--- src/rtl/fmul_pipe.sv ---
// fmul_pipe: three-stage pipelined floating-point multiplier with valid/ready on
// both sides, round-to-nearest-even (or truncation), NaN/inf/zero handling and
// overflow/underflow flags. Denormal operands are flushed to zero and no denormal
// results are produced.
//
// Ports:
//   clk        clock, all flops rise-edge
//   rstn       asynchronous active-low reset
//   in_valid   operands x1/x2 valid
//   in_ready   block accepts operands this cycle (combinational from out_ready)
//   x1, x2     operands {sign, exp, frac}
//   out_valid  y and flags valid
//   out_ready  consumer accepts result this cycle
//   y          product
//   ovf        finite inputs overflowed to infinity
//   unf        non-zero result flushed to zero
//   nan        result is the canonical NaN
//
// Requires FRAC_W >= 2.
module fmul_pipe #(
  parameter int unsigned EXP_W    = 8,
  parameter int unsigned FRAC_W   = 23,
  parameter bit          ROUND_EN = 1'b1
) (
  input  logic                  clk,
  input  logic                  rstn,
  input  logic                  in_valid,
  output logic                  in_ready,
  input  logic [EXP_W+FRAC_W:0] x1,
  input  logic [EXP_W+FRAC_W:0] x2,
  output logic                  out_valid,
  input  logic                  out_ready,
  output logic [EXP_W+FRAC_W:0] y,
  output logic                  ovf,
  output logic                  unf,
  output logic                  nan
);

  localparam int unsigned W    = 1 + EXP_W + FRAC_W;
  localparam int unsigned MW   = FRAC_W + 1;          // mantissa incl. hidden bit
  localparam int unsigned PW   = 2 * MW;              // full product width
  localparam int unsigned EW   = EXP_W + 2;           // signed exponent, no wrap
  localparam int unsigned HL   = MW / 2;              // low slice of operand B
  localparam int unsigned HH   = MW - HL;             // high slice of operand B
  localparam int unsigned BIAS = (2 ** (EXP_W - 1)) - 1;
  localparam int unsigned EMAX = (2 ** EXP_W) - 1;

  localparam logic [FRAC_W-1:0] QNAN_FRAC = FRAC_W'(1) << (FRAC_W - 1);

  // Pipeline control: a stage loads when empty or when its contents move on.
  logic v1, v2, ld1, ld2, ld3;

  always_comb begin
    ld3      = ~out_valid | out_ready;
    ld2      = ~v2 | ld3;
    ld1      = ~v1 | ld2;
    in_ready = ld1;
  end

  // ---------------- S1: unpack, classify, partial products ----------------
  logic              sgn_a, sgn_b;
  logic [EXP_W-1:0]  exp_a, exp_b;
  logic [FRAC_W-1:0] frac_a, frac_b;
  logic              zero_a, zero_b, inf_a, inf_b, nan_a, nan_b;
  logic [MW-1:0]     man_a, man_b;
  logic [MW+HL-1:0]  pp_lo_c;
  logic [MW+HH-1:0]  pp_hi_c;
  logic [EW-1:0]     exp_sum_c;

  always_comb begin
    {sgn_a, exp_a, frac_a} = x1;
    {sgn_b, exp_b, frac_b} = x2;
    zero_a    = (exp_a == '0);
    zero_b    = (exp_b == '0);
    inf_a     = (&exp_a) && (frac_a == '0);
    inf_b     = (&exp_b) && (frac_b == '0);
    nan_a     = (&exp_a) && (frac_a != '0);
    nan_b     = (&exp_b) && (frac_b != '0);
    man_a     = {1'b1, frac_a};
    man_b     = {1'b1, frac_b};
    pp_lo_c   = (MW+HL)'(man_a) * (MW+HL)'(man_b[HL-1:0]);
    pp_hi_c   = (MW+HH)'(man_a) * (MW+HH)'(man_b[MW-1:HL]);
    exp_sum_c = EW'(exp_a) + EW'(exp_b) - EW'(BIAS);
  end

  logic              s1_sign, s1_nan, s1_inf, s1_zero;
  logic [EW-1:0]     s1_exp;
  logic [MW+HL-1:0]  s1_pp_lo;
  logic [MW+HH-1:0]  s1_pp_hi;

  always_ff @(posedge clk or negedge rstn) begin
    if (!rstn) begin
      v1       <= 1'b0;
      s1_sign  <= 1'b0;
      s1_nan   <= 1'b0;
      s1_inf   <= 1'b0;
      s1_zero  <= 1'b0;
      s1_exp   <= '0;
      s1_pp_lo <= '0;
      s1_pp_hi <= '0;
    end else if (ld1) begin
      v1 <= in_valid;
      if (in_valid) begin
        s1_sign  <= sgn_a ^ sgn_b;
        // NaN operand or 0*inf both yield the canonical NaN
        s1_nan   <= nan_a | nan_b | (zero_a & inf_b) | (inf_a & zero_b);
        s1_inf   <= inf_a | inf_b;
        s1_zero  <= zero_a | zero_b;
        s1_exp   <= exp_sum_c;
        s1_pp_lo <= pp_lo_c;
        s1_pp_hi <= pp_hi_c;
      end
    end
  end

  // ---------------- S2: sum partial products, normalise ----------------
  logic [PW-1:0]     prod_c;
  logic [FRAC_W-1:0] frac_n_c;
  logic              guard_c, sticky_c;
  logic [EW-1:0]     exp_n_c;

  always_comb begin
    prod_c  = (PW'(s1_pp_hi) << HL) + PW'(s1_pp_lo);
    exp_n_c = s1_exp + EW'(prod_c[PW-1]);
    // Product of two [1,2) mantissas lies in [1,4); MSB set means value >= 2.
    if (prod_c[PW-1]) begin
      frac_n_c = prod_c[PW-2 -: FRAC_W];
      guard_c  = prod_c[FRAC_W];
      sticky_c = |prod_c[FRAC_W-1:0];
    end else begin
      frac_n_c = prod_c[PW-3 -: FRAC_W];
      guard_c  = prod_c[FRAC_W-1];
      sticky_c = |prod_c[FRAC_W-2:0];
    end
  end

  logic              s2_sign, s2_nan, s2_inf, s2_zero;
  logic [EW-1:0]     s2_exp;
  logic [FRAC_W-1:0] s2_frac;
  logic              s2_guard, s2_sticky;

  always_ff @(posedge clk or negedge rstn) begin
    if (!rstn) begin
      v2        <= 1'b0;
      s2_sign   <= 1'b0;
      s2_nan    <= 1'b0;
      s2_inf    <= 1'b0;
      s2_zero   <= 1'b0;
      s2_exp    <= '0;
      s2_frac   <= '0;
      s2_guard  <= 1'b0;
      s2_sticky <= 1'b0;
    end else if (ld2) begin
      v2 <= v1;
      if (v1) begin
        s2_sign   <= s1_sign;
        s2_nan    <= s1_nan;
        s2_inf    <= s1_inf;
        s2_zero   <= s1_zero;
        s2_exp    <= exp_n_c;
        s2_frac   <= frac_n_c;
        s2_guard  <= guard_c;
        s2_sticky <= sticky_c;
      end
    end
  end

  // ---------------- S3: round, range check, pack ----------------
  logic              inc_c, carry_c;
  logic [FRAC_W-1:0] frac_r_c;
  logic [EW-1:0]     exp_r_c;
  logic [W-1:0]      y_c;
  logic              ovf_c, unf_c, nan_c;

  always_comb begin
    inc_c = ROUND_EN && s2_guard && (s2_sticky || s2_frac[0]);
    // Carry out of the fraction means the mantissa rounded up to 2.0:
    // the fraction wraps to zero and the exponent steps up.
    {carry_c, frac_r_c} = (FRAC_W+1)'(s2_frac) + (FRAC_W+1)'(inc_c);
    exp_r_c = s2_exp + EW'(carry_c);
    y_c     = {s2_sign, exp_r_c[EXP_W-1:0], frac_r_c};
    ovf_c   = 1'b0;
    unf_c   = 1'b0;
    nan_c   = 1'b0;
    if (s2_nan) begin
      y_c   = {1'b0, {EXP_W{1'b1}}, QNAN_FRAC};
      nan_c = 1'b1;
    end else if (s2_inf) begin
      y_c = {s2_sign, {EXP_W{1'b1}}, {FRAC_W{1'b0}}};
    end else if (s2_zero) begin
      y_c = {s2_sign, {(W-1){1'b0}}};
    end else if (!exp_r_c[EW-1] && (exp_r_c >= EW'(EMAX))) begin
      y_c   = {s2_sign, {EXP_W{1'b1}}, {FRAC_W{1'b0}}};
      ovf_c = 1'b1;
    end else if (exp_r_c[EW-1] || (exp_r_c == '0)) begin
      y_c   = {s2_sign, {(W-1){1'b0}}};
      unf_c = 1'b1;
    end
  end

  // Output registers hold steady while the consumer stalls.
  always_ff @(posedge clk or negedge rstn) begin
    if (!rstn) begin
      out_valid <= 1'b0;
      y         <= '0;
      ovf       <= 1'b0;
      unf       <= 1'b0;
      nan       <= 1'b0;
    end else if (ld3) begin
      out_valid <= v2;
      if (v2) begin
        y   <= y_c;
        ovf <= ovf_c;
        unf <= unf_c;
        nan <= nan_c;
      end
    end
  end

endmodule
--- config.mk ---
export PLATFORM = sky130hd
export DESIGN_NAME = fmul_pipe
export DESIGN_NICKNAME = d
export VERILOG_FILES = /design/src/rtl/fmul_pipe.sv
export SDC_FILE = /design/constraint.sdc
export NUM_CORES = 2
export LEC_CHECK = 0
export CAP_MARGIN = 20
export CORE_UTILIZATION = 60
export CTS_BUF_LIST = sky130_fd_sc_hd__clkbuf_2 sky130_fd_sc_hd__clkbuf_4 sky130_fd_sc_hd__clkbuf_8
export DETAILED_ROUTE_END_ITERATION = 12
export GPL_ROUTABILITY_DRIVEN = 0
export HOLD_SLACK_MARGIN = 0.1
export PLACE_DENSITY = 0.85
export SLEW_MARGIN = 20
export SYNTH_ARGS = -nofsm -noshare
export SYNTH_HDL_FRONTEND = slang
export SYNTH_SLANG_ARGS = --single-unit
--- constraint.sdc ---
create_clock -name clk -period 8.48 [get_ports clk]
set_input_delay 0.848 -clock clk [delete_from_list [all_inputs] [get_ports clk]]
set_output_delay 0.848 -clock clk [all_outputs]
set_load 0.01 [all_outputs]
-- Word level (Yosys, flattened, before mapping)
Index checks and enable logic that the tools add are counted.
- bits of input ports: 68
- output and inout bits: 37
- flip-flop bits (word level): 163
- word-level logic and storage cells: 86
- multiplexer cells: 18
- add/subtract/negate cells: 6
- reductions and logical operators: 23
- multiply operators: 2
- magnitude comparators: 1
- bitwise logic cells: 14
- operators by type and width (kind ; count):
    2-to-1 mux 31 bit ; 4
    multiplier 24 x 12 -> 36 bit ; 2
    adder 48 x 36 -> 48 bit ; 1
    zero test 23 bit ; 2
    nonzero test 23 bit ; 2
    2-to-1 mux 32 bit ; 1
    adder 23 x 1 -> 24 bit ; 1
    2-to-1 mux 23 bit ; 1
    OR reduction 23 bit ; 1
    OR reduction 22 bit ; 1
    adder 10 x 1 -> 10 bit ; 2
    zero test 8 bit ; 2
    AND reduction 8 bit ; 2
    2-to-1 mux 1 bit ; 12
    >= comparator 10 x 8 -> 1 bit, second input constant ; 1
    zero test 10 bit ; 1
    subtractor 9 x 7 -> 10 bit, second input constant ; 1
    adder 8 x 8 -> 9 bit ; 1
    OR 1 bit ; 8
    logical AND 1 bit ; 6
    AND reduction 2 bit ; 3
    inverter 1 bit ; 3
    AND 1 bit ; 2
    logical OR 1 bit ; 2
    other kinds (2) ; 2

-- Depth between registers and ports, before layout
- depth in word-level cells: 11
- gate-level depth with buffers: 23
- depth with buffers taken out: 21

-- Worst setup path after synthesis
OpenSTA, ideal clock, no wires.
- path type: input-to-reg
- from: input x1[1]
- to: register s1_pp_lo[35]
- path slack: 2471 ps
- path buffers: 2
- data required time: 8398 ps
- library setup time: 82 ps
- cell stages on the path: 21
- data arrival time: 5927 ps
- cell sequence: clkbuf_1 clkbuf_1 nand2_1 fa_1 fa_1 inv_1 fa_1 fa_1 inv_1 fa_1 inv_1 ha_1 and4_1 a21oi_1 nand4b_1 o211ai_1 o311ai_0 nand3_1 and4_1 or3_1 a31oi_1
- longest elaborated chain between the ends: 1
- ends and longest elaborated chain (item ; RTL line ; RTL):
    start: declaration ; 29 ; input logic [EXP_W+FRAC_W:0] x1,
    multiplier 24 x 12 -> 36 bit ; 81 ; pp_lo_c = (MW+HL)'(man_a) * (MW+HL)'(man_b[HL-1:0]);
    end signal: assignment ; 110 ; s1_pp_lo <= pp_lo_c;
    end: declaration ; 88 ; logic [MW+HL-1:0] s1_pp_lo;
Every way passes these cells.
A chain may end at the register's enable or synchronous reset.

-- Worst setup path after layout
- from: input x2[15]
- to: register s1_pp_hi[28]
- longest elaborated chain between the ends: 1
- ends and longest elaborated chain (item ; RTL line ; RTL):
    start: declaration ; 30 ; input logic [EXP_W+FRAC_W:0] x2,
    multiplier 24 x 12 -> 36 bit ; 82 ; pp_hi_c = (MW+HH)'(man_a) * (MW+HH)'(man_b[MW-1:HL]);
    end signal: assignment ; 111 ; s1_pp_hi <= pp_hi_c;
    end: declaration ; 89 ; logic [MW+HH-1:0] s1_pp_hi;
Every way passes these cells.

==> results.ini <==
[clock_network]
cts_tree=yes
cts_buffers=17
cts.reportedPaths.clkPinSlew_ns=0.08
ctsHoldBuffers=0
clockBufferDepth=2
cts.sinks=163
root_buffer=clkbuf_8
cts_resized=0
postCtsSetupBuffers=0
htree_levels=4
clock_latency_ns=0.47

[grt]
antenna_found_initial=1
grt_pass1_wl_mm=115
grt_max_degree=87
overflow=0
grt_usage=0.321
first_global_vias=23000

[routing]
num_vias=22200
wl_per_cell_um=18.4
drt_drc_violations_left=0
firstDrtPassIters=6
antenna_left=0
drt_wl_total_mm=69.7
drt_first_iter_violations=2239
viasPerCell=5.85

[finish]
diodes=0
multi_input_area_um2=19900
drive_gt1_frac=0.0322
final_common_cell=nand2_1
nFillCells=3378
fin_area_um2=28800
nets=3890
ff_latch_area_um2=4080
area_delta_synth_final_pct=7.53
mostFrequentLayoutCells=629 x nand2_1, 596 x inv_1, 442 x fa_1, 192 x ha_1, 163 x dfrtp_1

[sta]
worstMarginPinSlew_ns=1.15
maxSlewViolCount=0
rsz0062_at_grt=no
fin_skew_ns=0.00969
post-route-min-period_ns=7.12
setup_viol_count_final=0
slew_headroom=0.230
setup-tns-final_ns=0
timing.hold.ws_ns=0.421
timing.final.crit_share=0.840
hold_viol=0
max_freq_mhz=140

[logic_synthesis]
async_flop_share=1.00
synth_flop_cell=dfrtp_1
synth-edff-count=0
synth.area.top_cells=fa_1 33%, dfrtp_1 15%, ha_1 9.0%
netlist_area_um2=26800
synth_nets=3863
post-synth-top-area-cell=fa_1
synth_top_area_share=0.331
yosys_warnings=0
synth.distinct_cells=70
netlist_instances=3161
ys_ff_latch=163
syn_avg_cell_area_um2=8.46
synth-seq-area-share=0.152

[pwr]
p_leak_nw=14.5
p_sw_mw=6.50
totalPowerFinal_mw=12.0
p_sw_frac=0.541
seq_power_share=0.116
power_density_nw_per_um2=418
clockPowerShare=0.054
vdd_drop_max_mv=0.405
p_int_mw=5.52
combPwrFrac=0.830

[floorplan]
ios=105
start_util=0.614
num_rows=76
die_h_um=213
die_area_um2=45400
core_um2=43600
chipWidth_um=213

[worst_setup_path]
worstPathArrival_ns=7.47
cpLargestDelayFamily=adder cells
end_kind=flop
critical_path_required_ns=8.83
crit_path_frequent_cell=fa_1
critical_path_class=in -> reg
path_cells=clkdlybuf4s50_1, nand2_1, fa_1, fa_1, inv_1, fa_1, fa_1, inv_1, fa_1, inv_1, ha_1, a2111oi_0, a211o_1, a311o_1, a21oi_1, o41ai_1, mux2i_1, nand3_1
cp_slowest_cell=clkdlybuf4s50_1
start_kind=input port
path_max_fanout=24
path_buf_inv=4
slowest_delay_ns=1.22

[place]
post-dp-hpwl_mm=55.6
io_buffers=104
placed_cell_area_um2=28300

[status]
status=completed

[min_path]
hp-class=in -> async

[flow_run]
maxCapViolCount=0

-- kinds of logic after synthesis --
family          Yosys count  share of synthesized area
compound gates          411                     0.0974
simple gates           1091                      0.184
fa+ha+maj               634                      0.421
xor+xnor                119                     0.0392
flops                   163                      0.152
buf+inv                 737                      0.104
mux                       6                    0.00243
-- cell type report --
class | count | area share
Inverter | 597 | 0.0779
Timing Repair Buffer | 148 | 0.0470
Tap cell | 585 | 0.0254
Clock buffer | 20 | 0.00913
Sequential cell | 163 | 0.142
Multi-Input combinational cell | 2261 | 0.692
Clock inverter | 12 | 0.00709
-- flip-flops by register name, indices dropped and copies added (netlist names), 10 cells and up --
register and cells:
s1_pp_hi 36, s2_frac 23, s2_exp 10, s1_pp_lo 36, s1_exp 10, y 32
-- final timing paths --
kind                                 start      endpoint  slack (ns)  cells after the start
worst max-delay path                x2[15]  s1_pp_hi[28]        1.36                     18
worst min-delay path                  rstn     s1_exp[9]        0.42                      1
worst max register to register  s2_frac[0]         y[17]        3.70                     18
worst min register to register      s1_inf        s2_inf        0.47                      2
max in group asynchronous             rstn  s1_pp_hi[32]        6.55                      2
min in group clk                    s1_inf        s2_inf        0.47                      2
-- power groups by stage --
stage	logic (mW)	registers, mW	clock network (mW)
after floorplan	7.12	1.32	0
after global placement	9.19	1.38	0
after detailed placement	9.65	1.40	0
after CTS	9.75	1.39	0.652
after global routing	11.0	1.43	0.687
final	9.98	1.39	0.648
-- cell usage after synthesis, drive strengths merged, types with 4 or more instances --
| cell type | number |
|---|---|
| nor2 | 121 |
| nor3b | 5 |
| a21oi | 80 |
| inv | 597 |
| clkbuf | 129 |
| dfrtp | 163 |
| a31oi | 13 |
| o211ai | 17 |
| and4 | 8 |
| a21boi | 5 |
| o21ai | 150 |
| and2 | 111 |
| a211o | 7 |
| fa | 442 |
| a21o | 34 |
| or4 | 4 |
| nand3 | 53 |
| a211oi | 9 |
| and3 | 19 |
| nand3b | 7 |
| o311ai | 7 |
| or3 | 13 |
| nand2b | 16 |
| xor2 | 64 |
| o21a | 17 |
| xnor2 | 55 |
| a221o | 13 |
| a31o | 4 |
| ha | 192 |
| nor4 | 21 |
| a221oi | 4 |
| nand2 | 632 |
| nor3 | 27 |
| nor2b | 16 |
| buf | 11 |
| o21bai | 13 |
| mux2 | 4 |
| o41ai | 4 |
| o31ai | 12 |
| nand4 | 29 |
-- routing by layer --
| layer | routed length (um) | vias up | GRT usage | share of wire |
|---|---|---|---|---|
| li1 | - | 9902 | - | - |
| met1 | 27200 | 10700 | 0.415 | 0.39 |
| met2 | 32200 | 1310 | 0.522 | 0.46 |
| met3 | 7000 | 279 | 0.0641 | 0.10 |
| met4 | 3370 | 2 | 0.147 | 0.048 |
| met5 | 13 | - | 0 | 0.00019 |
-- stage by stage --
stage,setup WS [ns],cells,util
after detailed placement,1.06,3754,0.650
after floorplan,2.47,3161,-
after CTS,1.50,3786,0.661
after global routing,1.06,3786,0.660
after global placement,1.16,3754,0.650
final,1.36,3786,0.660
No activity file was read; power rests on OpenSTA's default activity.
